## config.mk

```make
export PLATFORM = sky130hd
export DESIGN_NAME = task_enq_responder_flat
export DESIGN_NICKNAME = d
export VERILOG_FILES = /design/src/rtl/chronos.sv /design/src/rtl/task_enq_responder_pkg.sv /design/src/rtl/task_enq_responder_if.sv /design/src/rtl/task_enq_responder_fifo.sv /design/src/rtl/task_enq_responder.sv /design/src/flat_wrapper.sv
export SDC_FILE = /design/constraint.sdc
export NUM_CORES = 1
export LEC_CHECK = 0
export ABC_AREA = 1
export CAP_MARGIN = 20
export CORE_MARGIN = 5
export CORE_UTILIZATION = 35
export DETAILED_ROUTE_END_ITERATION = 8
export GPL_TIMING_DRIVEN = 0
export PLACE_DENSITY_LB_ADDON = 0.08
export SLEW_MARGIN = 20
export SYNTH_ARGS = -nofsm -noshare
export SYNTH_HDL_FRONTEND = slang
export SYNTH_SLANG_ARGS = --single-unit
```

## constraint.sdc

```tcl
create_clock -name clk -period 9.7 [get_ports clk]
set_input_delay 1.94 -clock clk [delete_from_list [all_inputs] [get_ports clk]]
set_output_delay 1.94 -clock clk [all_outputs]
set_load 0.02 [all_outputs]
```

## src/rtl/chronos.sv

```systemverilog
// Shared Chronos task-unit types used across tiles.
package chronos;

  typedef logic [31:0] task_t;
  typedef logic [3:0]  tsb_entry_id_t;
  typedef logic [7:0]  epoch_t;
  typedef logic [5:0]  tq_slot_t;
  typedef logic [3:0]  tile_id_t;

  // Response returned to the originating tile's task-send buffer.
  typedef struct packed {
    logic          ack;
    tsb_entry_id_t tsb_id;
    epoch_t        epoch;
    tq_slot_t      tq_slot;
    tile_id_t      dest_tile;
  } task_resp_t;

endpackage

```

## src/rtl/task_enq_responder_pkg.sv

```systemverilog
// Local types and helpers for the task-enqueue responder.
package task_enq_responder_pkg;
  import chronos::*;

  typedef enum logic {
    ST_IDLE  = 1'b0,
    ST_OFFER = 1'b1
  } enq_state_e;

  // Builds a response word; nacks carry zero epoch and slot.
  function automatic task_resp_t make_resp(input logic          ack,
                                           input tsb_entry_id_t tsb_id,
                                           input epoch_t        epoch,
                                           input tq_slot_t      slot,
                                           input tile_id_t      dest);
    task_resp_t r;
    r.ack       = ack;
    r.tsb_id    = tsb_id;
    r.epoch     = ack ? epoch : '0;
    r.tq_slot   = ack ? slot : '0;
    r.dest_tile = dest;
    return r;
  endfunction

endpackage

```

## src/rtl/task_enq_responder_if.sv

```systemverilog
// Request, TQ-enqueue and response channels of the destination-tile responder.
interface task_enq_responder_if;
  import chronos::*;

  // Incoming enqueue requests from remote task-send buffers
  logic          req_valid;
  logic          req_ready;
  task_t         req_data;
  logic          req_tied;
  tsb_entry_id_t req_tsb_id;
  tile_id_t      req_src_tile;

  // Local task queue enqueue port
  logic          tq_enq_valid;
  logic          tq_enq_ready;
  task_t         tq_enq_data;
  logic          tq_enq_tied;
  tq_slot_t      tq_enq_slot;
  epoch_t        tq_enq_epoch;
  logic          tq_full;

  // Responses back to the originating tile
  logic          resp_valid;
  logic          resp_ready;
  logic          resp_ack;
  tsb_entry_id_t resp_tsb_id;
  epoch_t        resp_epoch;
  tq_slot_t      resp_tq_slot;
  tile_id_t      resp_dest_tile;

  // Environment side: network, task queue and response sink
  modport master (
    output req_valid, req_data, req_tied, req_tsb_id, req_src_tile,
    output tq_enq_ready, tq_enq_slot, tq_enq_epoch, tq_full,
    output resp_ready,
    input  req_ready,
    input  tq_enq_valid, tq_enq_data, tq_enq_tied,
    input  resp_valid, resp_ack, resp_tsb_id, resp_epoch, resp_tq_slot, resp_dest_tile
  );

  // Responder side
  modport slave (
    input  req_valid, req_data, req_tied, req_tsb_id, req_src_tile,
    input  tq_enq_ready, tq_enq_slot, tq_enq_epoch, tq_full,
    input  resp_ready,
    output req_ready,
    output tq_enq_valid, tq_enq_data, tq_enq_tied,
    output resp_valid, resp_ack, resp_tsb_id, resp_epoch, resp_tq_slot, resp_dest_tile
  );

endinterface

```

## src/rtl/task_enq_responder_fifo.sv

```systemverilog
// Generic synchronous FIFO with a registered first-word-fall-through output.
// The head word lives in an output register; the rest sit in an array that is
// read synchronously into that register, so the array maps onto block RAM.
module task_enq_responder_fifo #(
  parameter int WIDTH = 8,
  parameter int DEPTH = 8
) (
  input  logic                       clk,
  input  logic                       rst,
  input  logic                       push_i,
  input  logic [WIDTH-1:0]           din_i,
  input  logic                       pop_i,
  output logic [WIDTH-1:0]           dout_o,
  output logic                       valid_o,
  output logic [$clog2(DEPTH):0]     count_o,
  output logic                       empty_o
);

  localparam int AW = $clog2(DEPTH);
  localparam int CW = AW + 1;

  logic [WIDTH-1:0] mem_q [DEPTH];
  logic [AW-1:0]    wr_ptr_q;
  logic [AW-1:0]    rd_ptr_q;
  logic [CW-1:0]    mem_cnt_q;
  logic             out_valid_q;
  logic [WIDTH-1:0] out_data_q;

  logic pop_eff;
  logic out_free;
  logic mem_has;
  logic mem_wr;
  logic mem_rd;

  // Decide where a push lands and whether the head register refills this cycle
  always_comb begin
    pop_eff  = pop_i & out_valid_q;
    out_free = ~out_valid_q | pop_eff;
    mem_has  = (mem_cnt_q != '0);
    mem_rd   = out_free & mem_has;
    // A push bypasses the array only when the head is free and nothing is queued ahead
    mem_wr   = push_i & ~(out_free & ~mem_has);
  end

  // Storage array write port (no reset so it can map to RAM)
  always_ff @(posedge clk) begin
    if (mem_wr) begin
      mem_q[wr_ptr_q] <= din_i;
    end
  end

  // Pointers, occupancy and the registered head word
  always_ff @(posedge clk) begin
    if (rst) begin
      wr_ptr_q    <= '0;
      rd_ptr_q    <= '0;
      mem_cnt_q   <= '0;
      out_valid_q <= 1'b0;
      out_data_q  <= '0;
    end else begin
      if (mem_wr) begin
        wr_ptr_q <= wr_ptr_q + 1'b1;
      end
      if (mem_rd) begin
        rd_ptr_q <= rd_ptr_q + 1'b1;
      end
      case ({mem_wr, mem_rd})
        2'b10:   mem_cnt_q <= mem_cnt_q + 1'b1;
        2'b01:   mem_cnt_q <= mem_cnt_q - 1'b1;
        default: mem_cnt_q <= mem_cnt_q;
      endcase
      if (out_free) begin
        if (mem_has) begin
          out_valid_q <= 1'b1;
          out_data_q  <= mem_q[rd_ptr_q];
        end else if (push_i) begin
          out_valid_q <= 1'b1;
          out_data_q  <= din_i;
        end else begin
          out_valid_q <= 1'b0;
        end
      end
    end
  end

  assign dout_o  = out_data_q;
  assign valid_o = out_valid_q;
  assign count_o = mem_cnt_q + CW'(out_valid_q);
  assign empty_o = ~out_valid_q;

endmodule

```

## src/rtl/task_enq_responder.sv

```systemverilog
// Destination-tile responder: accepts remote task enqueue requests, offers each
// to the local task queue and returns exactly one ack/nack per request.
module task_enq_responder
  import chronos::*;
  import task_enq_responder_pkg::*;
#(
  parameter int RESP_FIFO_DEPTH = 8,
  parameter int NACK_WAIT       = 16
) (
  input  logic                 clk,
  input  logic                 rst,
  task_enq_responder_if.slave  enq_if,
  output logic                 empty
);

  localparam int CW  = $clog2(RESP_FIFO_DEPTH) + 1;
  localparam int WCW = $clog2(NACK_WAIT) + 1;
  localparam logic [WCW-1:0] WAIT_LAST = WCW'(NACK_WAIT - 1);
  localparam logic [CW:0]    DEPTH_W   = (CW + 1)'(RESP_FIFO_DEPTH);

  enq_state_e     state_q, state_d;
  task_t          data_q;
  logic           tied_q;
  tsb_entry_id_t  tsb_q;
  tile_id_t       src_q;
  logic           reserved_q;
  logic [WCW-1:0] wait_cnt_q;

  logic           accept;
  logic           do_ack;
  logic           do_nack;
  logic           push;
  task_resp_t     push_data;
  logic           req_ready_int;
  logic [CW:0]    occupancy;

  logic [$bits(task_resp_t)-1:0] fifo_dout;
  logic                          fifo_valid;
  logic [CW-1:0]                 fifo_count;
  logic                          fifo_empty;
  task_resp_t                    head;

  // State register
  always_ff @(posedge clk) begin
    if (rst) begin
      state_q <= ST_IDLE;
    end else begin
      state_q <= state_d;
    end
  end

  // Next-state logic; TQ acceptance wins over a simultaneous full indication
  always_comb begin
    state_d = state_q;
    accept  = 1'b0;
    do_ack  = 1'b0;
    do_nack = 1'b0;
    case (state_q)
      ST_IDLE: begin
        if (enq_if.req_valid && req_ready_int) begin
          accept  = 1'b1;
          state_d = ST_OFFER;
        end
      end
      ST_OFFER: begin
        if (enq_if.tq_enq_ready) begin
          do_ack  = 1'b1;
          state_d = ST_IDLE;
        end else if (tied_q && (enq_if.tq_full || wait_cnt_q == WAIT_LAST)) begin
          do_nack = 1'b1;
          state_d = ST_IDLE;
        end
      end
      default: state_d = ST_IDLE;
    endcase
  end

  // Outputs; a response slot is held from accept to push so the push never stalls
  always_comb begin
    occupancy            = {1'b0, fifo_count} + (CW + 1)'(reserved_q);
    req_ready_int        = (state_q == ST_IDLE) && (occupancy < DEPTH_W);
    enq_if.req_ready     = req_ready_int;
    enq_if.tq_enq_valid  = (state_q == ST_OFFER);
    enq_if.tq_enq_data   = data_q;
    enq_if.tq_enq_tied   = tied_q;
    push                 = do_ack | do_nack;
    push_data            = make_resp(do_ack, tsb_q, enq_if.tq_enq_epoch,
                                     enq_if.tq_enq_slot, src_q);
    empty                = (state_q == ST_IDLE) && fifo_empty;
  end

  // Latched request, reservation flag and the tied-task wait counter
  always_ff @(posedge clk) begin
    if (rst) begin
      data_q     <= '0;
      tied_q     <= 1'b0;
      tsb_q      <= '0;
      src_q      <= '0;
      reserved_q <= 1'b0;
      wait_cnt_q <= '0;
    end else if (accept) begin
      data_q     <= enq_if.req_data;
      tied_q     <= enq_if.req_tied;
      tsb_q      <= enq_if.req_tsb_id;
      src_q      <= enq_if.req_src_tile;
      reserved_q <= 1'b1;
      wait_cnt_q <= '0;
    end else if (state_q == ST_OFFER) begin
      if (push) begin
        reserved_q <= 1'b0;
      end else if (wait_cnt_q != '1) begin
        wait_cnt_q <= wait_cnt_q + 1'b1;
      end
    end
  end

  task_enq_responder_fifo #(
    .WIDTH ($bits(task_resp_t)),
    .DEPTH (RESP_FIFO_DEPTH)
  ) u_resp_fifo (
    .clk     (clk),
    .rst     (rst),
    .push_i  (push),
    .din_i   (push_data),
    .pop_i   (enq_if.resp_ready),
    .dout_o  (fifo_dout),
    .valid_o (fifo_valid),
    .count_o (fifo_count),
    .empty_o (fifo_empty)
  );

  assign head                  = task_resp_t'(fifo_dout);
  assign enq_if.resp_valid     = fifo_valid;
  assign enq_if.resp_ack       = head.ack;
  assign enq_if.resp_tsb_id    = head.tsb_id;
  assign enq_if.resp_epoch     = head.epoch;
  assign enq_if.resp_tq_slot   = head.tq_slot;
  assign enq_if.resp_dest_tile = head.dest_tile;

endmodule

```

## src/flat_wrapper.sv

```systemverilog
// flat-port wrapper written by rule: the top's interface ports become plain ports
module task_enq_responder_flat import chronos::*; import task_enq_responder_pkg::*;
#(
  parameter int RESP_FIFO_DEPTH = 8,
  parameter int NACK_WAIT       = 16
)
  (clk, rst, empty, enq_if_req_valid, enq_if_req_data, enq_if_req_tied, enq_if_req_tsb_id, enq_if_req_src_tile, enq_if_tq_enq_ready, enq_if_tq_enq_slot, enq_if_tq_enq_epoch, enq_if_tq_full, enq_if_resp_ready, enq_if_req_ready, enq_if_tq_enq_valid, enq_if_tq_enq_data, enq_if_tq_enq_tied, enq_if_resp_valid, enq_if_resp_ack, enq_if_resp_tsb_id, enq_if_resp_epoch, enq_if_resp_tq_slot, enq_if_resp_dest_tile);
  task_enq_responder_if enq_if_i ();
  input  logic clk;
  input  logic rst;
  output logic empty;
  input wire logic [$bits(enq_if_i.req_valid)-1:0] enq_if_req_valid;
  input wire logic [$bits(enq_if_i.req_data)-1:0] enq_if_req_data;
  input wire logic [$bits(enq_if_i.req_tied)-1:0] enq_if_req_tied;
  input wire logic [$bits(enq_if_i.req_tsb_id)-1:0] enq_if_req_tsb_id;
  input wire logic [$bits(enq_if_i.req_src_tile)-1:0] enq_if_req_src_tile;
  input wire logic [$bits(enq_if_i.tq_enq_ready)-1:0] enq_if_tq_enq_ready;
  input wire logic [$bits(enq_if_i.tq_enq_slot)-1:0] enq_if_tq_enq_slot;
  input wire logic [$bits(enq_if_i.tq_enq_epoch)-1:0] enq_if_tq_enq_epoch;
  input wire logic [$bits(enq_if_i.tq_full)-1:0] enq_if_tq_full;
  input wire logic [$bits(enq_if_i.resp_ready)-1:0] enq_if_resp_ready;
  output wire logic [$bits(enq_if_i.req_ready)-1:0] enq_if_req_ready;
  output wire logic [$bits(enq_if_i.tq_enq_valid)-1:0] enq_if_tq_enq_valid;
  output wire logic [$bits(enq_if_i.tq_enq_data)-1:0] enq_if_tq_enq_data;
  output wire logic [$bits(enq_if_i.tq_enq_tied)-1:0] enq_if_tq_enq_tied;
  output wire logic [$bits(enq_if_i.resp_valid)-1:0] enq_if_resp_valid;
  output wire logic [$bits(enq_if_i.resp_ack)-1:0] enq_if_resp_ack;
  output wire logic [$bits(enq_if_i.resp_tsb_id)-1:0] enq_if_resp_tsb_id;
  output wire logic [$bits(enq_if_i.resp_epoch)-1:0] enq_if_resp_epoch;
  output wire logic [$bits(enq_if_i.resp_tq_slot)-1:0] enq_if_resp_tq_slot;
  output wire logic [$bits(enq_if_i.resp_dest_tile)-1:0] enq_if_resp_dest_tile;
  assign enq_if_i.req_valid = enq_if_req_valid;
  assign enq_if_i.req_data = enq_if_req_data;
  assign enq_if_i.req_tied = enq_if_req_tied;
  assign enq_if_i.req_tsb_id = enq_if_req_tsb_id;
  assign enq_if_i.req_src_tile = enq_if_req_src_tile;
  assign enq_if_i.tq_enq_ready = enq_if_tq_enq_ready;
  assign enq_if_i.tq_enq_slot = enq_if_tq_enq_slot;
  assign enq_if_i.tq_enq_epoch = enq_if_tq_enq_epoch;
  assign enq_if_i.tq_full = enq_if_tq_full;
  assign enq_if_i.resp_ready = enq_if_resp_ready;
  assign enq_if_req_ready = enq_if_i.req_ready;
  assign enq_if_tq_enq_valid = enq_if_i.tq_enq_valid;
  assign enq_if_tq_enq_data = enq_if_i.tq_enq_data;
  assign enq_if_tq_enq_tied = enq_if_i.tq_enq_tied;
  assign enq_if_resp_valid = enq_if_i.resp_valid;
  assign enq_if_resp_ack = enq_if_i.resp_ack;
  assign enq_if_resp_tsb_id = enq_if_i.resp_tsb_id;
  assign enq_if_resp_epoch = enq_if_i.resp_epoch;
  assign enq_if_resp_tq_slot = enq_if_i.resp_tq_slot;
  assign enq_if_resp_dest_tile = enq_if_i.resp_dest_tile;
  task_enq_responder #(.RESP_FIFO_DEPTH(RESP_FIFO_DEPTH), .NACK_WAIT(NACK_WAIT)) u_core (.clk(clk), .rst(rst), .enq_if(enq_if_i), .empty(empty));
endmodule
```

---- Word level (Yosys, flattened, before mapping) ----
Memory sizes are Yosys's and may differ from the RTL's. A register that Yosys moved wholly into a read port is not among the register bits.
Index checks and enable logic that the tools add are counted.
word-level totals
  register bits ........................... 82
  RAM bits ................................ 184
  bits of input ports ..................... 61
  output and inout bits ................... 60
  logic and storage cells ................. 74
  memories ................................ 1
operators by class
  add/sub/neg operators ................... 7
  magnitude comparators ................... 1
  equal/unequal tests ..................... 4
  multiplexer cells ....................... 24
  bitwise operators ....................... 11
  reductions and logical operators ........ 14
memories
  memory                    depth  width  rd ports  clocked after Yosys merged registers in  wr ports  RTL line                       text
  u_core.u_resp_fifo.mem_q  8      23     1         1                                        1         task_enq_responder_fifo.sv:22  logic [WIDTH-1:0] mem_q [DEPTH];
operators by type and width
  cell                   count
  $mux W23               2
  $mux W1                16
  $mux W8                1
  $pmux W4 S2            1
  $reduce_bool A2 Y1     4
  $add A3 B1 Y3 const B  2
  $mux W3                2
  $mux W6                1
  $add A4 B1 Y5          1
  $add A5 B1 Y5 const B  1
  $eq A5 B4 Y1 const B   1
  $lt A5 B4 Y1 const B   1
  $ne A5 B5 Y1 const B   1
  $not A1 Y1             5
  $add A4 B1 Y4          1
  $add A4 B1 Y4 const B  1
  $and A1 B1 Y1          4
  $logic_and A1 B1 Y1    4
  $reduce_and A2 Y1      2
  $reduce_bool A4 Y1     1
  $sub A4 B1 Y4 const B  1
  $reduce_and A3 Y1      1
  $eq A2 B1 Y1 const B   1
  $eq A2 B2 Y1 const B   1
  other kinds (4)        5

---- Logic depth before layout (Yosys ltp) ----
Gate-level depths: netlist (run 1).
  depth in word-level cells ............... 10
  mapped depth ............................ 19
  depth with buffers taken out ............ 19

---- Hierarchy ----
A second synthesis (run 1) with hierarchy kept.
second synthesis, totals
  cell total of the unflattened synthesis .. 1,080
  area total of the unflattened synthesis .. 11,377.2 µm²
by module, submodules not included
  module                   instances  cells an instance  area an instance (µm²)
  task_enq_responder_fifo  1          812                8,922.3
  task_enq_responder       1          268                2,454.9

---- Least setup slack after synthesis (run 1) ----
OpenSTA, ideal clock, no wires.
  kind .................................... input to register
  from .................................... in enq_if_tq_full
  to ...................................... mem u_core.u_resp_fifo.mem_q[7][0] in the netlist's numbering (enable)
  setup time .............................. 432 ps
  arrival ................................. 4,085 ps
  path slack .............................. 5,183 ps
  stages on the path ...................... 6
  cell sequence ........................... o21ai_0 -> nand2_1 -> nand2_1 -> inv_1 -> nand2_2 -> nor3_1
on the way
  longest elaborated chain between the ends .. 9
ends and longest elaborated chain
  item                           RTL line                       text
  start, declared                flat_wrapper.sv:20             input wire logic [$bits(enq_if_i.tq_full)-1:0] enq_if_tq_full;
  $logic_or A1 B1 Y1             task_enq_responder.sv:69       end else if (tied_q && (enq_if.tq_full || wait_cnt_q == WAIT_LAST)) begin
  $logic_and A1 B1 Y1            task_enq_responder.sv:69
  $mux W1                        task_enq_responder.sv:69
  $mux W1                        task_enq_responder.sv:66       if (enq_if.tq_enq_ready) begin
  $mux W1                        task_enq_responder.sv:58       case (state_q)
  $or A1 B1 Y1                   task_enq_responder.sv:86       push = do_ack | do_nack;
  $and A1 B1 Y1                  task_enq_responder_fifo.sv:42  mem_wr = push_i & ~(out_free & ~mem_has);
  $mux W1                        task_enq_responder_fifo.sv:47  if (mem_wr) begin
  $mux W1 (not written as such)  task_enq_responder_fifo.sv:48  mem_q[wr_ptr_q] <= din_i;
  end, declared                  task_enq_responder_fifo.sv:22
No other way between the ends.

---- Final worst setup path (run 1) ----
  from .................................... reg u_core.u_resp_fifo.mem_cnt_q[0]
  to ...................................... out enq_if_req_ready
on the way
  longest elaborated chain between the ends .. 4
ends and longest elaborated chain
  item                    RTL line                       text
  start, declared         task_enq_responder_fifo.sv:25  logic [CW-1:0] mem_cnt_q;
  start signal, assigned  task_enq_responder_fifo.sv:68  2'b10: mem_cnt_q <= mem_cnt_q + 1'b1;
  start signal, assigned  task_enq_responder_fifo.sv:69  2'b01: mem_cnt_q <= mem_cnt_q - 1'b1;
  start signal, assigned  task_enq_responder_fifo.sv:70  default: mem_cnt_q <= mem_cnt_q;
  $add A4 B1 Y4           task_enq_responder_fifo.sv:88  assign count_o = mem_cnt_q + CW'(out_valid_q);
  $add A4 B1 Y5           task_enq_responder.sv:80       occupancy = {1'b0, fifo_count} + (CW + 1)'(reserved_q);
  $lt A5 B4 Y1            task_enq_responder.sv:81       req_ready_int = (state_q == ST_IDLE) && (occupancy < DEPTH_W);
  $logic_and A1 B1 Y1     task_enq_responder.sv:81
  end, declared           flat_wrapper.sv:22             output wire logic [$bits(enq_if_i.req_ready)-1:0] enq_if_req_ready;
No other way between the ends.

==> tab_implementation.tex, run 1 <==
\begin{tabular}{lr}
\hline
Metric & Value \\
\hline
\multicolumn{2}{l}{\textbf{Run status}} \\
Status & finished, final reports clean \\
\multicolumn{2}{l}{\textbf{Floorplanning}} \\
Std-Cell Core Area & 31300 sq um \\
Die outline area & 35100 sq um \\
Cell row count & 65 \\
Number of top-level design ports & 121 \\
Initial standard-cell utilization of the core & 35.2\% \\
Die height & 187 um \\
Die Span X & 187 um \\
\multicolumn{2}{l}{\textbf{Worst setup path}} \\
Critical Path RT & 7760 ps \\
Buffers and inverters on the worst path & 2 \\
Register-to-register setup slack & 6930 ps \\
Critical Path Fanout Max & 7 \\
Critical path launch point type & register \\
Dominant cell type by count on the critical path & ha\_1 \\
Category of cells accounting for the largest share of critical-path delay & buffers and inverters \\
Critical path capture point type & output port \\
Start of the worst register-to-register path & u\_core.wait\_cnt\_q[0] \\
Critical Path, Cell by Cell & ha\_1, ha\_1, nand3\_1, nor2\_1, nor2\_2, nand2\_1, inv\_1, clkdlybuf4s50\_1 \\
End of the worst register-to-register path & u\_core.u\_resp\_fifo.mem\_cnt\_q[2] \\
R2R cell count & 16 \\
Worst Path Class, Setup & register to output port \\
Worst path slowest cell & clkdlybuf4s50\_1 \\
Arrival time at the worst endpoint & 2420 ps \\
Delay of the slowest cell on the worst path & 590 ps \\
\multicolumn{2}{l}{\textbf{Pwr}} \\
Power spent charging and discharging nets & 0.00152 W \\
Net Sw Frac & 37.5\% \\
Max IR drop VDD & 0.143 mV \\
Leak & 5.26 nW \\
Combinational power share & 37.4\% \\
Register share of total power & 35.8\% \\
Power Density & 291 nW/um\^{}2 \\
Proportion of power drawn by the clock network & 26.8\% \\
Cell-internal power & 0.00254 W \\
\multicolumn{2}{l}{\textbf{Route}} \\
1st-iter DRT viols & 412 \\
First-pass iteration count of the detailed router & 5 \\
Overall via count from detail\_route & 7858 \\
Detailed-routed wire length on met2 & 14900 um \\
Via density & 4.75 \\
Detailed-routing wirelength on met1 & 13400 um \\
DR top layer & met4 \\
Post-detailed-route wirelength per cell & 18.4 um \\
DRC errors left & 0 \\
Post-Route WL & 30400 um \\
Metal3 WL & 1490 um \\
Antenna violation net count after detailed routing & 0 \\
\multicolumn{2}{l}{\textbf{Synth}} \\
Mux contribution to synthesized area & 0\% \\
Share of the yosys chip area belonging to registers & 65.6\% \\
Number of synthesis warnings & 0 \\
Post-Synthesis Cell Area & 11000 sq um \\
Synth Area in Compound Gates & 5.18\% \\
Combinational family with the most area after synthesis & simple AND/OR/NAND/NOR gates \\
Library cells used by synthesis & 34 \\
Simple-gate share of the synthesized area & 22.7\% \\
Mean post-synth cell area & 10.4 sq um \\
FF+latch count, synth & 269 \\
Adder and majority cell fraction of the synthesized area & 1.14\% \\
Syn nets & 1130 \\
Xor-xnor portion of the synthesized cell area & 0.625\% \\
Synthesized instance count & 1059 \\
\multicolumn{2}{l}{\textbf{Global routing}} \\
Pin count of the biggest net entering global routing & 19 \\
Total congestion overflow & 0 \\
Total routing resource utilization after global routing & 17.1\% \\
First-pass GRT wire length & 47100 um \\
Number of global-route vias before repair & 7889 \\
Initial antenna violation count & 0 \\
\multicolumn{2}{l}{\textbf{CTS}} \\
Root Buffer & clkbuf\_16 \\
Clock sink count & 269 \\
\# resized after CTS & 0 \\
Hold-fix buffers at CTS & 0 \\
Depth of the CTS H-tree & 1 \\
Buffers from clock root to sink, at most & 3 \\
Clock transition at the registers of the reported paths & 60 ps \\
Clock tree from TritonCTS & yes \\
Number of buffers inserted during clock tree synthesis & 30 \\
Worst-Skew Late Latency & 540 ps \\
Number of buffers inserted to repair setup after CTS & 0 \\
\multicolumn{2}{l}{\textbf{Timing}} \\
Min Clock Period, post-route & 4360 ps \\
Sum of negative setup slack & 0 ps \\
Final number of setup-violating endpoints & 0 \\
Headroom to the max-slew limit & 38.8\% \\
Number of hold-slack violations in the final timing report & 0 \\
Fin worst setup slack & 5340 ps \\
Transition time at the pin with the least slew margin & 918 ps \\
RSZ-0062 raised after global routing & false \\
Fin. max-slew vios & 0 \\
Layout Skew & 13.4 ps \\
Highest Clock Rate & 0.230 GHz \\
Tcrit/Tclk final & 44.9\% \\
Hold\_ws & 466 ps \\
\multicolumn{2}{l}{\textbf{Min path}} \\
Hold-critical path depth & 2 \\
Worst Hold End & u\_core.u\_resp\_fifo.dout\_o[9] \\
Path class of the lowest-slack min-delay path & register to register \\
Start point of the worst min-delay path & u\_core.u\_resp\_fifo.dout\_o[9] \\
\multicolumn{2}{l}{\textbf{Layout}} \\
Number of inserted diodes & 0 \\
Fill cell total of the finished layout & 3018 \\
Final net count & 1299 \\
Number of cells in the finished layout apart from fillers & 1654 \\
Most common cell after layout, fill and taps aside & nand2\_1 \\
Layout cells sized above 1 & 12.9\% \\
Most used cells in the layout excluding fill and tap cells & 245 x nand2\_1, 184 x nand3\_1, 184 x edfxtp\_1 \\
Area delta synth->final & 26.6\% \\
\multicolumn{2}{l}{\textbf{Placed design}} \\
Placed Instances & 1598 \\
Final HPWL DP & 20900 um \\
Worst slack, placed & 5410 ps \\
Weighted congestion at the end of routability-driven global placement & 0.750 \\
Number of port buffers & 120 \\
\multicolumn{2}{l}{\textbf{Run}} \\
Max-capacitance violation count & 0 \\
\hline
\end{tabular}
[registers in the layout, summed over array words and instances (netlist names), 3 cells and up, named ones only]
name / flops
u_core.u_resp_fifo.mem_cnt_q: 4
u_core.u_resp_fifo.mem_q: 184
u_core.u_resp_fifo.dout_o: 23
u_core.enq_if.tq_enq_data: 32
u_core.u_resp_fifo.rd_ptr_q: 3
u_core.tsb_q: 4
u_core.u_resp_fifo.wr_ptr_q: 3
u_core.src_q: 4
u_core.wait_cnt_q: 5
[logic make-up after synthesis]
kind of cell | count (synthesis)
and+or+nand+nor | 567
DFF | 269
xor gates and xnor gates | 7
AOI/OAI and AO/OA | 99
buffers and inverters | 107
adders and majority gates | 10
[power groups by stage]
stage          combinational, W  sequential, W  clock [W]
2_1_floorplan          0.000869        0.00155          0
3_3_place_gp            0.00153        0.00148          0
3_5_place_dp            0.00155        0.00148          0
4_1_cts                 0.00155        0.00146    0.00112
5_1_grt                 0.00169        0.00147    0.00116
6_report                0.00152        0.00145    0.00109
[worst register-to-register path: stages, from the launching register on]
cell     delay (ps)
dfxtp_1         330
ha_1            210
nand2_1          70
nor2_1           50
ha_1            180
o21ai_0         200
nand2_1         140
nand2_1         100
inv_1            90
nand2_2         210
ha_1            240
xor2_1          260
ha_1            190
a21oi_1          50
xnor2_1         140
o21ai_0         140
inv_1            50
[layout make-up]
| class | count | area (sq um) | share of cell area, % |
|---|---|---|---|
| clock inverters | 14 | 91.3 | 0.655 |
| repair buffers | 137 | 1430 | 10.2 |
| flip-flops and latches | 269 | 7230 | 51.8 |
| inverters | 50 | 203 | 1.45 |
| multi-input cells | 683 | 3320 | 23.8 |
| clock buffers | 42 | 857 | 6.15 |
| plain buffers | 57 | 313 | 2.24 |
| well taps | 402 | 503 | 3.61 |
[through the flow]
| step | total power (W) | area [sq um] | util, % |
|---|---|---|---|
| floorplan | 0.00242 | 11000 | - |
| global placement | 0.00301 | 12700 | 40.6 |
| detailed placement | 0.00302 | 13000 | 41.5 |
| CTS | 0.00412 | 13900 | 44.5 |
| global route | 0.00432 | 13900 | 44.5 |
| finish | 0.00406 | 13900 | 44.5 |
[cells in the mapped netlist]
cell,instances,share of area [%]
edfxtp_1,184,50
a21oi_1,18,0.82
nand2_4,1,0.10
nand2_1,245,8.4
buf_12,2,0.36
xor2_2,1,0.15
inv_6,3,0.24
nand3_4,2,0.32
buf_2,26,1.2
a21oi_2,19,1.5
nor3_1,4,0.18
o21ai_0,60,2.7
clkbuf_1,19,0.65
or2_2,1,0.057
xor2_1,3,0.24
buf_6,2,0.20
nand2_2,20,1.1
nor2_4,1,0.10
inv_1,45,1.5
o211ai_1,1,0.068
nand4_1,1,0.057
ha_1,10,1.1
nor2_2,3,0.17
nor2_1,102,3.5
a31oi_1,1,0.057
xnor2_1,3,0.24
nand2_8,1,0.18
buf_1,3,0.10
and3_1,1,0.057
buf_4,5,0.34
inv_2,2,0.068
dfxtp_1,85,15
nor2_8,1,0.18
nand3_1,184,8.4
[worst max-delay path by stage]
stage	slack, ps	cells past startpoint	endpoint	from
after floorplan	5180	6	u_core.u_resp_fifo.mem_q[7][0]	enq_if_tq_full
after global placement	2880	7	u_core.u_resp_fifo.mem_q[3][15]	enq_if_tq_full
after detailed placement	5410	13	u_core.u_resp_fifo.mem_cnt_q[2]	enq_if_tq_full
after CTS	5290	8	enq_if_req_ready	u_core.u_resp_fifo.mem_cnt_q[0]
after global routing	5140	8	enq_if_req_ready	u_core.u_resp_fifo.mem_cnt_q[0]
final	5340	8	enq_if_req_ready	u_core.u_resp_fifo.mem_cnt_q[0]
[layer usage]
layer | vias up | global-route usage (%)
met3 | 42 | 3.49
li1 | 3954 | -
met4 | 0 | 4.38
met2 | 171 | 29.9
met1 | 3691 | 21.8
met5 | - | 0
Note: power is estimated with default switching activity, not from simulation.
==> run 2: changes to the inputs <==
- clock period: 9.7 -> 4.5 ns (I/O delays scaled with it)
==> results of run 2 <==
Same layout as run 1 (identical final DEF). Status: finished, final reports clean.
Main changes from that run: setup slack after placement 5410 ps -> 1250 ps; setup slack after layout 5340 ps -> 1180 ps; register-to-register setup slack 6930 ps -> 1730 ps; total power 0.00406 W -> 0.00875 W; worst IR drop on VDD 0.143 mV -> 0.308 mV
==> run 3: changes to the inputs <==
- clock period: 4.5 -> 3.2 ns (I/O delays scaled with it)
==> tab_implementation.tex, run 3 (synthesized netlist as in run 1, its figures left out) <==
\begin{tabular}{lr}
\hline
Metric & Value \\
\hline
\multicolumn{2}{l}{\textbf{Run status}} \\
Status & finished, final reports clean \\
\multicolumn{2}{l}{\textbf{Layout}} \\
Flip-flop count of the largest register after layout & 184 (unchanged) \\
Largest Register & u\_core.u\_resp\_fifo.mem\_q \\
Final net count & 1299 (unchanged) \\
Most common cell after layout, fill and taps aside & nand2\_1 \\
Area delta synth->final & 26.6\% (about the same) \\
Layout cells sized above 1 & 12.9\% (+0.080 points) \\
Most used cells in the layout excluding fill and tap cells & 245 x nand2\_1, 184 x nand3\_1, 184 x edfxtp\_1 \\
Finished Core Util & 44.5\% (about the same) \\
Number of inserted diodes & 0 (unchanged) \\
\multicolumn{2}{l}{\textbf{Timing}} \\
Fin. max-slew vios & 0 (unchanged) \\
Headroom to the max-slew limit & 38.8\% (unchanged) \\
Sum of negative setup slack & 0 ps (unchanged) \\
Highest Clock Rate & 0.334 GHz \\
Layout Skew & 13.2 ps (-0.120 ps) \\
Tcrit/Tclk final & 93.7\% \\
RSZ-0062 raised after global routing & false \\
Number of hold-slack violations in the final timing report & 0 (unchanged) \\
Transition time at the pin with the least slew margin & 918 ps (unchanged) \\
Min Clock Period, post-route & 3000 ps \\
Final number of setup-violating endpoints & 0 (unchanged) \\
Fin worst setup slack & 203 ps \\
\multicolumn{2}{l}{\textbf{Floorplanning}} \\
Die outline area & 35100 sq um (unchanged) \\
Number of top-level design ports & 121 (unchanged) \\
Std-Cell Core Area & 31300 sq um (unchanged) \\
Die height & 187 um (unchanged) \\
Initial standard-cell utilization of the core & 35.2\% (unchanged) \\
Die Span X & 187 um (unchanged) \\
Cell row count & 65 (unchanged) \\
\multicolumn{2}{l}{\textbf{Worst setup path}} \\
CP endpoint & enq\_if\_req\_ready \\
Critical path launch point type & register \\
Dominant cell type by count on the critical path & ha\_1 \\
End of the worst register-to-register path & u\_core.u\_resp\_fifo.mem\_cnt\_q[2] \\
Critical Path Fanout Max & 4 (-3) \\
Arrival time at the worst endpoint & 2360 ps (-60 ps) \\
Worst path slowest cell & clkdlybuf4s50\_1 \\
First element of the critical path & u\_core.u\_resp\_fifo.valid\_o \\
Worst Path Class, Setup & register to output port \\
Critical Path, Cell by Cell & ha\_1, ha\_1, nand3\_1, nor2\_1, nor2\_2, nand2\_1, inv\_1, clkdlybuf4s50\_1 \\
Start of the worst register-to-register path & u\_core.wait\_cnt\_q[0] \\
R2R cell count & 16 (unchanged) \\
Critical path capture point type & output port \\
Critical Path RT & 2560 ps \\
Register-to-register setup slack & 430 ps \\
Delay of the slowest cell on the worst path & 590 ps (about the same) \\
\multicolumn{2}{l}{\textbf{Placed design}} \\
Worst slack, placed & 213 ps \\
Number of port buffers & 120 (unchanged) \\
Final HPWL DP & 20900 um (unchanged) \\
Weighted congestion at the end of routability-driven global placement & 0.750 (unchanged) \\
\multicolumn{2}{l}{\textbf{Global routing}} \\
Number of global-route vias before repair & 7889 (unchanged) \\
First-pass GRT wire length & 47100 um (unchanged) \\
Initial antenna violation count & 0 (unchanged) \\
Pin count of the biggest net entering global routing & 19 (unchanged) \\
Total routing resource utilization after global routing & 17.1\% (unchanged) \\
Total congestion overflow & 0 (unchanged) \\
\multicolumn{2}{l}{\textbf{Pwr}} \\
Power Density & 883 nW/um\^{}2 \\
Leak & 5.26 nW (about the same) \\
Power Total & 0.0123 W \\
Max IR drop VDD & 0.434 mV \\
\multicolumn{2}{l}{\textbf{CTS}} \\
Number of buffers inserted to repair setup after CTS & 0 (unchanged) \\
Worst-Skew Late Latency & 540 ps (about the same) \\
Clock transition at the registers of the reported paths & 60 ps (about the same) \\
Clock sink count & 269 (unchanged) \\
Root Buffer & clkbuf\_16 \\
Number of buffers inserted during clock tree synthesis & 30 (unchanged) \\
Clock tree from TritonCTS & yes \\
Buffers from clock root to sink, at most & 3 (unchanged) \\
Hold-fix buffers at CTS & 0 (unchanged) \\
Depth of the CTS H-tree & 1 (unchanged) \\
\multicolumn{2}{l}{\textbf{Route}} \\
DRC errors left & 0 (unchanged) \\
First-pass iteration count of the detailed router & 5 (unchanged) \\
Post-detailed-route wirelength per cell & 18.4 um (about the same) \\
Post-Route WL & 30500 um (about the same) \\
Antenna violation net count after detailed routing & 0 (unchanged) \\
1st-iter DRT viols & 412 (unchanged) \\
Overall via count from detail\_route & 7856 (-0.025\%) \\
Via density & 4.75 (about the same) \\
\multicolumn{2}{l}{\textbf{Run}} \\
Max-capacitance violation count & 0 (unchanged) \\
\multicolumn{2}{l}{\textbf{Min path}} \\
Path class of the lowest-slack min-delay path & register to register \\
\hline
\end{tabular}
## run 3: area by class of cell
type | count | area [sq um]
Fill cell | 3017 | 17400
Inverter | 50 | 203
Multi-Input combinational cell | 683 | 3320
Timing Repair Buffer | 137 | 1430
Clock buffer | 42 | 857
Tap cell | 402 | 503
Buffer | 57 | 313
Clock inverter | 14 | 91.3
Sequential cell | 269 | 7230
## run 3: worst min path at each step
stage                            startpoint                      endpoint  slack (ps)  cells after the start
3_3_place_gp   u_core.u_resp_fifo.dout_o[3]  u_core.u_resp_fifo.dout_o[3]         450                      2
2_1_floorplan             u_core.reserved_q             u_core.reserved_q         440                      2
3_5_place_dp   u_core.u_resp_fifo.dout_o[0]  u_core.u_resp_fifo.dout_o[0]         460                      2
4_1_cts        u_core.u_resp_fifo.dout_o[9]  u_core.u_resp_fifo.dout_o[9]         470                      2
6_report       u_core.u_resp_fifo.dout_o[9]  u_core.u_resp_fifo.dout_o[9]         470                      2
5_1_grt        u_core.u_resp_fifo.dout_o[0]  u_core.u_resp_fifo.dout_o[0]         490                      2
## run 3: per-stage QoR
| stage | std cells | hold WS [ps] | instance area, sq um |
|---|---|---|---|
| floorplan | 1059 | 444 | 11000 |
| global placement | 1581 | 455 | 12700 |
| detailed placement | 1598 | 459 | 13000 |
| CTS | 1654 | 471 | 13900 |
| global route | 1654 | 486 | 13900 |
| finish | 1654 | 466 | 13900 |
## run 3: metal layers
metal | global-route usage, % | vias to the layer above | share of wire, %
met1 | 21.8 | 3687 | 44
met3 | 3.49 | 42 | 5.0
met5 | 0 | - | 0
met2 | 29.9 | 174 | 49
met4 | 4.38 | 0 | 2.3
li1 | - | 3953 | -
## run 3: where the power goes
group / switching (W) / internal [W]
Clock: 0.00136 / 0.00194
Combinational: 0.00298 / 0.00163
Sequential: 0.000280 / 0.00413
Total: 0.00461 / 0.00769
## run 3: repair_timing
| item | in CTS | in global routing |
|---|---|---|
| setup endpoints to repair | 0 | 1 |
| resized for setup | 0 | 1 |
| endpoints found under the hold margin | 0 | 0 |
## run 3: critical path: cells and delay by family (launching register included)
family / cells / cell delay (ps)
buffers and inverters: 2 / 650
and+or+nand+nor: 4 / 340
adders and majority gates: 2 / 490
DFF: 1 / 340
